==> src/rtl/uart_wb_master.sv <==
// Wishbone classic master: one bus cycle per 34-bit UART command, response streamed to the transmitter.
// Optional bus timeout enabled by defining UART_WB_TIMEOUT_EN.
module uart_wb_master #(
  parameter bit AUTO_INC = 1'b1
`ifdef UART_WB_TIMEOUT_EN
  , parameter int TIMEOUT_CYCLES = 255
`endif
) (
  input  logic        i_clk,
  input  logic        i_reset,
  input  logic        i_cmd_stb,
  input  logic [33:0] i_cmd_word,
  output logic        o_cmd_busy,
  output logic        o_overrun,
  output logic        o_wb_cyc,
  output logic        o_wb_stb,
  output logic        o_wb_we,
  output logic [31:0] o_wb_addr,
  output logic [31:0] o_wb_data,
  output logic [3:0]  o_wb_sel,
  input  logic        i_wb_ack,
  input  logic        i_wb_err,
  input  logic [31:0] i_wb_data,
  output logic [7:0]  o_tx_data,
  output logic        o_tx_valid,
  input  logic        i_tx_busy
);

  typedef enum logic [2:0] {IDLE, BUS, TX_LOAD, TX_GAP, TX_WAIT} state_t;

  state_t      state;
  logic [1:0]  opcode;
  logic [31:0] payload;
  logic [31:0] addr;
  logic [39:0] frame;
  logic [2:0]  frame_len;
  logic [2:0]  byte_cnt;
`ifdef UART_WB_TIMEOUT_EN
  logic [15:0] tmo_cnt;
`endif

  assign opcode     = i_cmd_word[33:32];
  assign payload    = i_cmd_word[31:0];
  assign o_wb_addr  = addr;
  assign o_cmd_busy = (state != IDLE);

  // The frame is left-aligned so the next byte to send is always frame[39:32].
  always_ff @(posedge i_clk or posedge i_reset) begin
    if (i_reset) begin
      state      <= IDLE;
      o_overrun  <= 1'b0;
      o_wb_cyc   <= 1'b0;
      o_wb_stb   <= 1'b0;
      o_wb_we    <= 1'b0;
      o_wb_data  <= 32'h0;
      o_wb_sel   <= 4'h0;
      o_tx_data  <= 8'h0;
      o_tx_valid <= 1'b0;
      addr       <= 32'h0;
      frame      <= 40'h0;
      frame_len  <= 3'd0;
      byte_cnt   <= 3'd0;
`ifdef UART_WB_TIMEOUT_EN
      tmo_cnt    <= 16'h0;
`endif
    end else begin
      o_tx_valid <= 1'b0;
      if (i_cmd_stb && state != IDLE)
        o_overrun <= 1'b1;

      case (state)
        IDLE: begin
          if (i_cmd_stb) begin
            case (opcode)
              2'b00: addr <= payload;
              2'b01, 2'b10: begin
                o_wb_cyc <= 1'b1;
                o_wb_stb <= 1'b1;
                o_wb_we  <= (opcode == 2'b01);
                o_wb_sel <= 4'hF;
                if (opcode == 2'b01)
                  o_wb_data <= payload;
`ifdef UART_WB_TIMEOUT_EN
                tmo_cnt  <= 16'h0;
`endif
                state    <= BUS;
              end
              default: begin
                frame     <= {8'h45, 32'h0};
                frame_len <= 3'd1;
                byte_cnt  <= 3'd0;
                state     <= TX_LOAD;
              end
            endcase
          end
        end

        // Error outranks ack; a terminator also outranks a timeout on the same cycle.
        BUS: begin
          if (i_wb_err || i_wb_ack) begin
            o_wb_cyc <= 1'b0;
            o_wb_stb <= 1'b0;
            o_wb_we  <= 1'b0;
            o_wb_sel <= 4'h0;
            byte_cnt <= 3'd0;
            state    <= TX_LOAD;
            if (i_wb_err) begin
              frame     <= {8'h45, 32'h0};
              frame_len <= 3'd1;
            end else begin
              addr <= addr + 32'(AUTO_INC);
              if (o_wb_we) begin
                frame     <= {8'h4B, 32'h0};
                frame_len <= 3'd1;
              end else begin
                frame     <= {8'h52, i_wb_data};
                frame_len <= 3'd5;
              end
            end
          end
`ifdef UART_WB_TIMEOUT_EN
          else if (tmo_cnt == 16'(TIMEOUT_CYCLES - 1)) begin
            o_wb_cyc  <= 1'b0;
            o_wb_stb  <= 1'b0;
            o_wb_we   <= 1'b0;
            o_wb_sel  <= 4'h0;
            frame     <= {8'h54, 32'h0};
            frame_len <= 3'd1;
            byte_cnt  <= 3'd0;
            state     <= TX_LOAD;
          end else begin
            tmo_cnt <= tmo_cnt + 16'h1;
          end
`endif
        end

        TX_LOAD: begin
          if (!i_tx_busy) begin
            o_tx_data  <= frame[39:32];
            o_tx_valid <= 1'b1;
            frame      <= {frame[31:0], 8'h0};
            byte_cnt   <= byte_cnt + 3'd1;
            state      <= TX_GAP;
          end
        end

        TX_GAP: state <= TX_WAIT;

        TX_WAIT: begin
          if (!i_tx_busy)
            state <= (byte_cnt == frame_len) ? IDLE : TX_LOAD;
        end

        default: state <= IDLE;
      endcase
    end
  end

endmodule

==> config.mk <==
export PLATFORM = sky130hd
export DESIGN_NAME = uart_wb_master
export DESIGN_NICKNAME = d
export VERILOG_FILES = /design/src/rtl/uart_wb_master.sv
export SDC_FILE = /design/constraint.sdc
export NUM_CORES = 1
export LEC_CHECK = 0
export BUFFER_PORTS_ARGS = -buffer_cell sky130_fd_sc_hd__buf_2
export CAP_MARGIN = 25
export CORE_UTILIZATION = 54
export DETAILED_ROUTE_END_ITERATION = 6
export PLACE_DENSITY = 0.81
export SLEW_MARGIN = 20
export SYNTH_ARGS = -nofsm -noshare
export SYNTH_HDL_FRONTEND = slang
export SYNTH_SLANG_ARGS = --single-unit
==> constraint.sdc <==
create_clock -name i_clk -period 4.45 [get_ports i_clk]
set_clock_uncertainty 0.2 [all_clocks]
set_input_delay 0.6675 -clock i_clk [delete_from_list [all_inputs] [get_ports i_clk]]
set_output_delay 0.6675 -clock i_clk [all_outputs]
set_load 0.1 [all_outputs]
==> metrics.txt, run 1 <==
status=finished, violations left; failing checks=negative hold slack; crit path max fanout=55; vias in the first global route=5,075; number of enable flip-flop cells after synthesis=0; CTS sink cnt=124; share of cells above drive strength 1=30.85%; Slew headroom=33.75%; fin nets=816; die width=108.8 um; Die ar.=11,830 um^2; WP data arrival=3.15 ns; htree depth=4; Slew @ Worst Pin=0.9914 ns; Antenna Cells=0; Pins Over Slew Limit=0; dpl cells=859; CP Data Required Time=4.53 ns; Max Root-Sink Buffers=2; most frequent cells in the layout=buf_2, dfrtp_1, nand2_1; MaxCap Viol Count=0; largest net degree at the start of global routing=79; critical path class=reg2reg; Final Hold Viols=16; final cycle utilization of the critical path=68.92%; Finished Layout Cells=892; Routed WL per cell=16.85 um; routed wire length=15.03 mm; clock-pin slew on the worst setup and hold paths=0.06 ns; Initial DRC Count=388; Mean Syn Cell Area=10.22 um^2; syn nets=679; Clk Latency, worst-skew pair=0.42 ns; Num CTS Buffers=17; IO Count=154; Syn Inst Count=602; setup_tns=0 ns; area delta synth->final=22.85%; cts hold-fix bufs=0; DIE HEIGHT=108.8 um; Worst setup EP type=register; GR Overflow Total=0; peak clock frequency supported by timing=326.1 MHz; number of vias per cell=5.868; postcts setup bufs=0; CTS tree=built; First-pass DRT Iterations=5; final hold slack=-0.009408 ns; Hold Crit Class=in2async; first-pass GRT wire length=24.38 mm; final period demand of the worst path=3.067 ns; post-route setup slack=1.383 ns; GRT Util Overall=27.06%; most common cell after layout, fill and taps aside=buf_2; RSZ-0062 raised after global routing=false; DRC=0; setup violators final=0; reg2reg setup slack=1.38 ns; top_reg_cell synth=dfrtp_1; Post-Synthesis Cell Area=6153 um^2; worst slack at placement=1.444 ns; Starting Density=56.03%; number of synthesized register bits=124; Synth cell types=65; antenna violations before repair=0; Ys Warns=0; Resized Gates After CTS=0; Seq/Total Area, Yosys=50.43%; r2r worst-path depth=6; core area=10,980 um^2; CP Launch Type=register; GP Congestion=0.9052; Synth async-reset ratio=100.0%; Final ANT Viol Nets=0; Detailed Place HPWL=10.34 mm; FP Rows=38; port bufs=153; CTS Root Cell=clkbuf_16; Vias=5,234
-- final timing paths --
kind / endpoint / from
max in group asynchronous: o_wb_addr[4] / i_reset
max: frame[14] / state[0]
min in group i_clk: o_overrun / o_overrun
min reg2reg: o_overrun / o_overrun
min: o_wb_data[2] / i_reset
max reg2reg: frame[14] / state[0]
-- logic make-up (layout without fill, tap and decap cells) --
family / after synthesis / in the layout / synth area share (%)
AOI/OAI and AO/OA: 178 / 178 / 17.69
xor gates and xnor gates: 2 / 2 / 0.2847
adders and majority gates: 5 / 5 / 1.017
buffers and inverters: 56 / 206 / 5.165
DFF: 124 / 124 / 50.43
muxes: 43 / 43 / 7.849
and+or+nand+nor: 194 / 194 / 17.57
-- registers in the layout, summed over array words and instances (netlist names) --
register	cells
o_wb_data	32
byte_cnt	3
state	3
o_wb_we	1
o_tx_data	8
o_wb_sel	1
o_wb_addr	32
frame	40
frame_len	2
o_overrun	1
o_tx_valid	1
-- metal layers --
metal / track usage, % / vias up / share of wire (%)
li1: - / 2456 / -
met1: 32.65 / 2532 / 41
met2: 45.61 / 212 / 50
met3: 7.113 / 34 / 6.1
met4: 11.78 / 0 / 2.4
met5: 0 / - / 0
-- synth_stat cells (all sizes together), types with 6 or more instances --
cell type,number,share of area (%)
a21oi,38,3.1
a22oi,27,3.3
a311oi,6,0.85
buf,33,3.8
clkbuf,13,0.79
dfrtp,124,50
inv,10,0.61
mux2,42,7.7
nand2,83,5.2
nand2b,6,0.61
nand3,15,1.6
nand4,11,2.0
nor2,31,2.2
nor3,14,1.5
nor4,6,0.96
o21ai,65,5.3
o22ai,10,1.0
or3,8,0.89
-- metrics by stage --
stage,utilization (%),cell area [um^2]
3_5_place_dp,62.93,6912
3_3_place_gp,62.93,6912
2_1_floorplan,-,6153
4_1_cts,68.58,7532
5_1_grt,68.83,7560
6_report,68.83,7560
-- critical path, cell delays in order (launching register included) --
cell,delay [ns]
dfrtp_1,0.95
nor2_1,0.12
o21a_1,0.24
or3_2,0.85
buf_4,0.39
nand2_1,0.09
o21ai_1,0.07
-- layout make-up --
type | count | area [um^2]
flip-flops and latches | 124 | 3103
repair buffers | 164 | 868.3
fillers | 819 | 3423
inverters | 10 | 40.04
clock inverters | 11 | 140.1
clock buffers | 21 | 480.5
well taps | 140 | 175.2
multi-input cells | 422 | 2753
Power of run 1 is not shown: default switching activity piles up to over one toggle a cycle in this logic, so the estimate is an artifact.
==> inputs of run 2 (changes only) <==
ABC_AREA = 1   (was unset)
CORE_UTILIZATION = 49   (was 54)
PLACE_DENSITY = 0.77   (was 0.81)
clock period = 2.7 ns   (was 4.45 ns; I/O delays follow)
==> metrics.txt, run 2 <==
Initial DRC Count=411; setup_tns=0 ns; number of vias per cell=4.974; syn nets=942; routed wire length=15.90 mm; core area=12,770 um^2; First-pass DRT Iterations=5; Vias=6,008; final cycle utilization of the critical path=79.75%; Post-Synthesis Cell Area=6484 um^2; FP Rows=41; Slew @ Worst Pin=0.6971 ns; Final ANT Viol Nets=0; CTS tree=built; most common cell after layout, fill and taps aside=nand2_1; cell with the most instances after synthesis=nand2_1; Synth cell types=33; Clk Latency, worst-skew pair=0.42 ns; antenna violations before repair=1; DIE HEIGHT=117.0 um; Syn Inst Count=865; GRT Util Overall=23.93%; post-synth top area cell=dfrtp_1; Mean Syn Cell Area=7.496 um^2; postcts setup bufs=0; GP Congestion=0.8365; Starting Density=50.76%; IO Count=154; status=complete, no violations; share of cells above drive strength 1=22.51%; CTS sink cnt=124; commonest cells in the synthesized netlist=nand2_1, dfrtp_1, nor2_1, inv_1, nand3_1; fillers=1,119; Ys Warns=0; RSZ-0062 raised after global routing=false; Pins Over Slew Limit=0; setup violators final=0; GR Overflow Total=0; number of enable flip-flop cells after synthesis=0; htree depth=4; largest net degree at the start of global routing=71; area delta synth->final=24.22%; top area cells in the synthesized netlist=dfrtp_1, nand2_1, nor2_1; port bufs=153; clock-pin slew on the worst setup and hold paths=0.05 ns; final period demand of the worst path=2.153 ns; CP Launch Type=register; vias in the first global route=5,180; Worst setup EP type=primary output; fin nets=1,099; CP Data Required Time=2.10 ns; critical path class=reg2out; peak clock frequency supported by timing=464.4 MHz; Hold Crit Class=in2reg; Slew headroom=53.52%; CTS Root Cell=clkbuf_16; top_reg_cell synth=dfrtp_1; Yosys top cell area share=47.86%; Largest Register=frame; number of synthesized register bits=124; most frequent cells in the layout=nand2_1, buf_2, dfrtp_1; Max Root-Sink Buffers=2; Seq/Total Area, Yosys=47.86%; crit path max fanout=6; WP data arrival=1.55 ns; Die ar.=13,700 um^2; Routed WL per cell=13.16 um; Resized Gates After CTS=0; die width=117.0 um; MaxCap Viol Count=0; max reg flops=40; Num CTS Buffers=17; cts hold-fix bufs=13; first-pass GRT wire length=24.80 mm; DRC=0; Final Hold Viols=0; Synth async-reset ratio=100.0%; Detailed Place HPWL=11.06 mm
[run 2: cell type report]
| type | count | area (um^2) | area share [%] |
|---|---|---|---|
| Multi-Input combinational cell | 638 | 2885 | 35.82 |
| Sequential cell | 124 | 3103 | 38.53 |
| Clock inverter | 12 | 145.1 | 1.802 |
| Tap cell | 172 | 215.2 | 2.672 |
| Inverter | 65 | 250.2 | 3.107 |
| Clock buffer | 20 | 456.7 | 5.670 |
| Timing Repair Buffer | 176 | 996.0 | 12.37 |
| Antenna cell | 1 | 2.502 | 0.03107 |
[run 2: layer usage]
layer	vias to the layer above	wire (um)	part of all wire, %	track usage [%]
met5	-	0	0	0
met4	0	265	1.7	9.198
met3	24	1002	6.3	6.488
met2	205	7126	45	35.86
met1	2725	7502	47	33.20
li1	3054	-	-	-
[run 2: path summary, 6_finish.rpt]
path / start / end / slack [ns] / cells past startpoint
setup / recovery: state[0] / o_cmd_busy / 0.55 / 5
hold / removal: i_cmd_word[31] / o_wb_data[31] / 0.009 / 3
setup reg to reg: state[2] / o_wb_addr[10] / 0.59 / 7
hold reg to reg: o_tx_data[7] / o_tx_data[7] / 0.27 / 2
max in group asynchronous: i_reset / o_wb_addr[20] / 1.24 / 4
min in group asynchronous: i_reset / frame[36] / 0.43 / 4
[run 2: critical path, stage by stage (launching register included)]
cell and delay (ns):
dfrtp_1 0.41, inv_2 0.06, nand2_2 0.10, nor2_4 0.06, inv_2 0.08, buf_2 0.42
[run 2: per-stage QoR]
stage                     setup slack [ns]  hold WS, ns  cells  utilization, %  instance area [um^2]
after floorplan                     0.2318       0.2422    865               -                  6487
after global placement              0.6857       0.2522   1162           57.30                  7320
after detailed placement            0.6302       0.2590   1162           57.30                  7320
after CTS                           0.5262    0.0007532   1207           63.03                  8051
after global routing                0.4379      0.01985   1208           63.05                  8054
final                               0.5468     0.008586   1208           63.05                  8054
[run 2: kinds of logic after synthesis]
logic type,count (synthesis),synth area share (%)
and+or+nand+nor,520,33.04
buffers and inverters,103,7.642
AOI/OAI and AO/OA,111,10.23
DFF,124,47.86
xor gates and xnor gates,2,0.2702
adders and majority gates,5,0.9649
Power of run 2 is left out for the same reason.
==> inputs of run 3 (changes only) <==
ABC_AREA = 0   (was 1)
CORE_UTILIZATION = 54   (was 49)
PLACE_DENSITY = 0.81   (was 0.77)
clock period = 2.05 ns   (was 2.7 ns; I/O delays follow)
==> metrics.txt, run 3 (synthesis results as in run 1) <==
CP startpoint=state[0]; reg2reg setup slack=-0.07 ns; peak clock frequency supported by timing=471.3 MHz; crit path max fanout=26; number of vias per cell=5.947; area delta synth->final=47.68%; GRT Util Overall=32.09%; routed wire length=18.99 mm; DIE HEIGHT=108.8 um; vias in the first global route=5,901; final cycle utilization of the critical path=103.5%; final period demand of the worst path=2.122 ns; Starting Density=56.03%; Clk Latency, worst-skew pair=0.42 ns; worst flop-to-flop path startpoint=state[0]; FP Rows=38; Final ANT Viol Nets=0; Max Root-Sink Buffers=2; clock-pin slew on the worst setup and hold paths=0.06 ns; fillers=632; status=finished, violations left; failing checks=negative hold slack, negative setup slack; setup violators final=36; Final Hold Viols=1; Pins Over Slew Limit=0; final hold slack=-0.006905 ns; share of cells above drive strength 1=41.88%; DRC=0; post-route setup slack=-0.07162 ns; Vias=5,965; die width=108.8 um; MaxCap Viol Count=0; CTS sink cnt=124; CTS tree=built; port bufs=153; final core occ=82.74%; antenna violations before repair=1; Routed WL per cell=18.93 um; GR Overflow Total=0; GP Congestion=0.8689; core area=10,980 um^2; WP data arrival=2.23 ns; max reg flops=40; largest net degree at the start of global routing=68; worst slack at placement=-0.08079 ns; IO Count=154; Num CTS Buffers=17; most frequent cells in the layout=buf_2, dfrtp_1, nand2_1; Die ar.=11,830 um^2; First-pass DRT Iterations=5; htree depth=4; CP Launch Type=register; Worst setup EP type=register; critical path class=reg2reg; CP Data Required Time=2.16 ns; Initial DRC Count=377; RSZ-0062 raised after global routing=true; Largest Register=frame; CTS Root Cell=clkbuf_16; Detailed Place HPWL=11.25 mm; R2R Path End=frame[1]; fin nets=926; Slew headroom=65.96%; Hold Crit Class=in2reg; Setup crit end=frame[1]; Slew @ Worst Pin=0.5141 ns; r2r worst-path depth=8; first-pass GRT wire length=28.82 mm; most common cell after layout, fill and taps aside=buf_2
-- run 3: how the worst min path moves through the flow --
stage	start	endpoint	slack, ns	cells past startpoint
6_report	i_wb_data[17]	frame[17]	-0.007	3
5_1_grt	i_wb_data[17]	frame[17]	0.003	3
4_1_cts	i_wb_data[12]	frame[12]	0.0009	3
3_5_place_dp	o_overrun	o_overrun	0.24	1
3_3_place_gp	o_overrun	o_overrun	0.24	1
2_1_floorplan	i_wb_ack	state[0]	0.22	1
-- run 3: layout make-up --
type | count | area, um^2 | share of cell area (%)
multi-input cells | 422 | 3052 | 33.58
repair buffers | 274 | 2082 | 22.91
flip-flops and latches | 124 | 3141 | 34.56
inverters | 10 | 41.29 | 0.4544
diodes | 1 | 2.502 | 0.02754
clock buffers | 26 | 539.3 | 5.934
clock inverters | 6 | 55.05 | 0.6058
well taps | 140 | 175.2 | 1.928
-- run 3: critical path, stage by stage (launching register included) --
cell	delay [ns]
dfrtp_1	0.41
buf_6	0.13
nor3b_1	0.13
o21a_1	0.20
or3_4	0.44
buf_12	0.17
buf_12	0.15
nand2_1	0.09
o21ai_1	0.07
-- run 3: through the flow --
stage	hold slack (ns)	cells	TNS (ns)	cell area, um^2
3_3_place_gp	0.2370	890	-0.04840	7565
6_report	-0.006905	1003	-1.053	9087
5_1_grt	0.003381	1002	-3.281	9085
4_1_cts	0.0009034	986	0	8803
2_1_floorplan	0.2199	602	-5.812	6465
3_5_place_dp	0.2405	890	-1.612	7565
-- run 3: repair_timing --
| item | in CTS | in global routing |
|---|---|---|
| hold endpoints to repair | 193 | 0 |
| pin swaps | 0 | 7 |
| endpoints found under the setup margin | 43 | 51 |
| cloned | 0 | 4 |
| hold buffers | 62 | 0 |
| buffers inserted | 2 | 12 |
| resized for setup | 4 | 25 |
-- run 3: metal layers --
metal	wire [um]	track usage, %	part of all wire, %	vias up
li1	-	-	-	2692
met1	7218	37.12	38	2931
met2	9927	55.38	52	281
met3	1201	7.233	6.3	61
met4	639	17.08	3.4	0
met5	0	0	0	-
Power of run 3 is left out for the same reason.
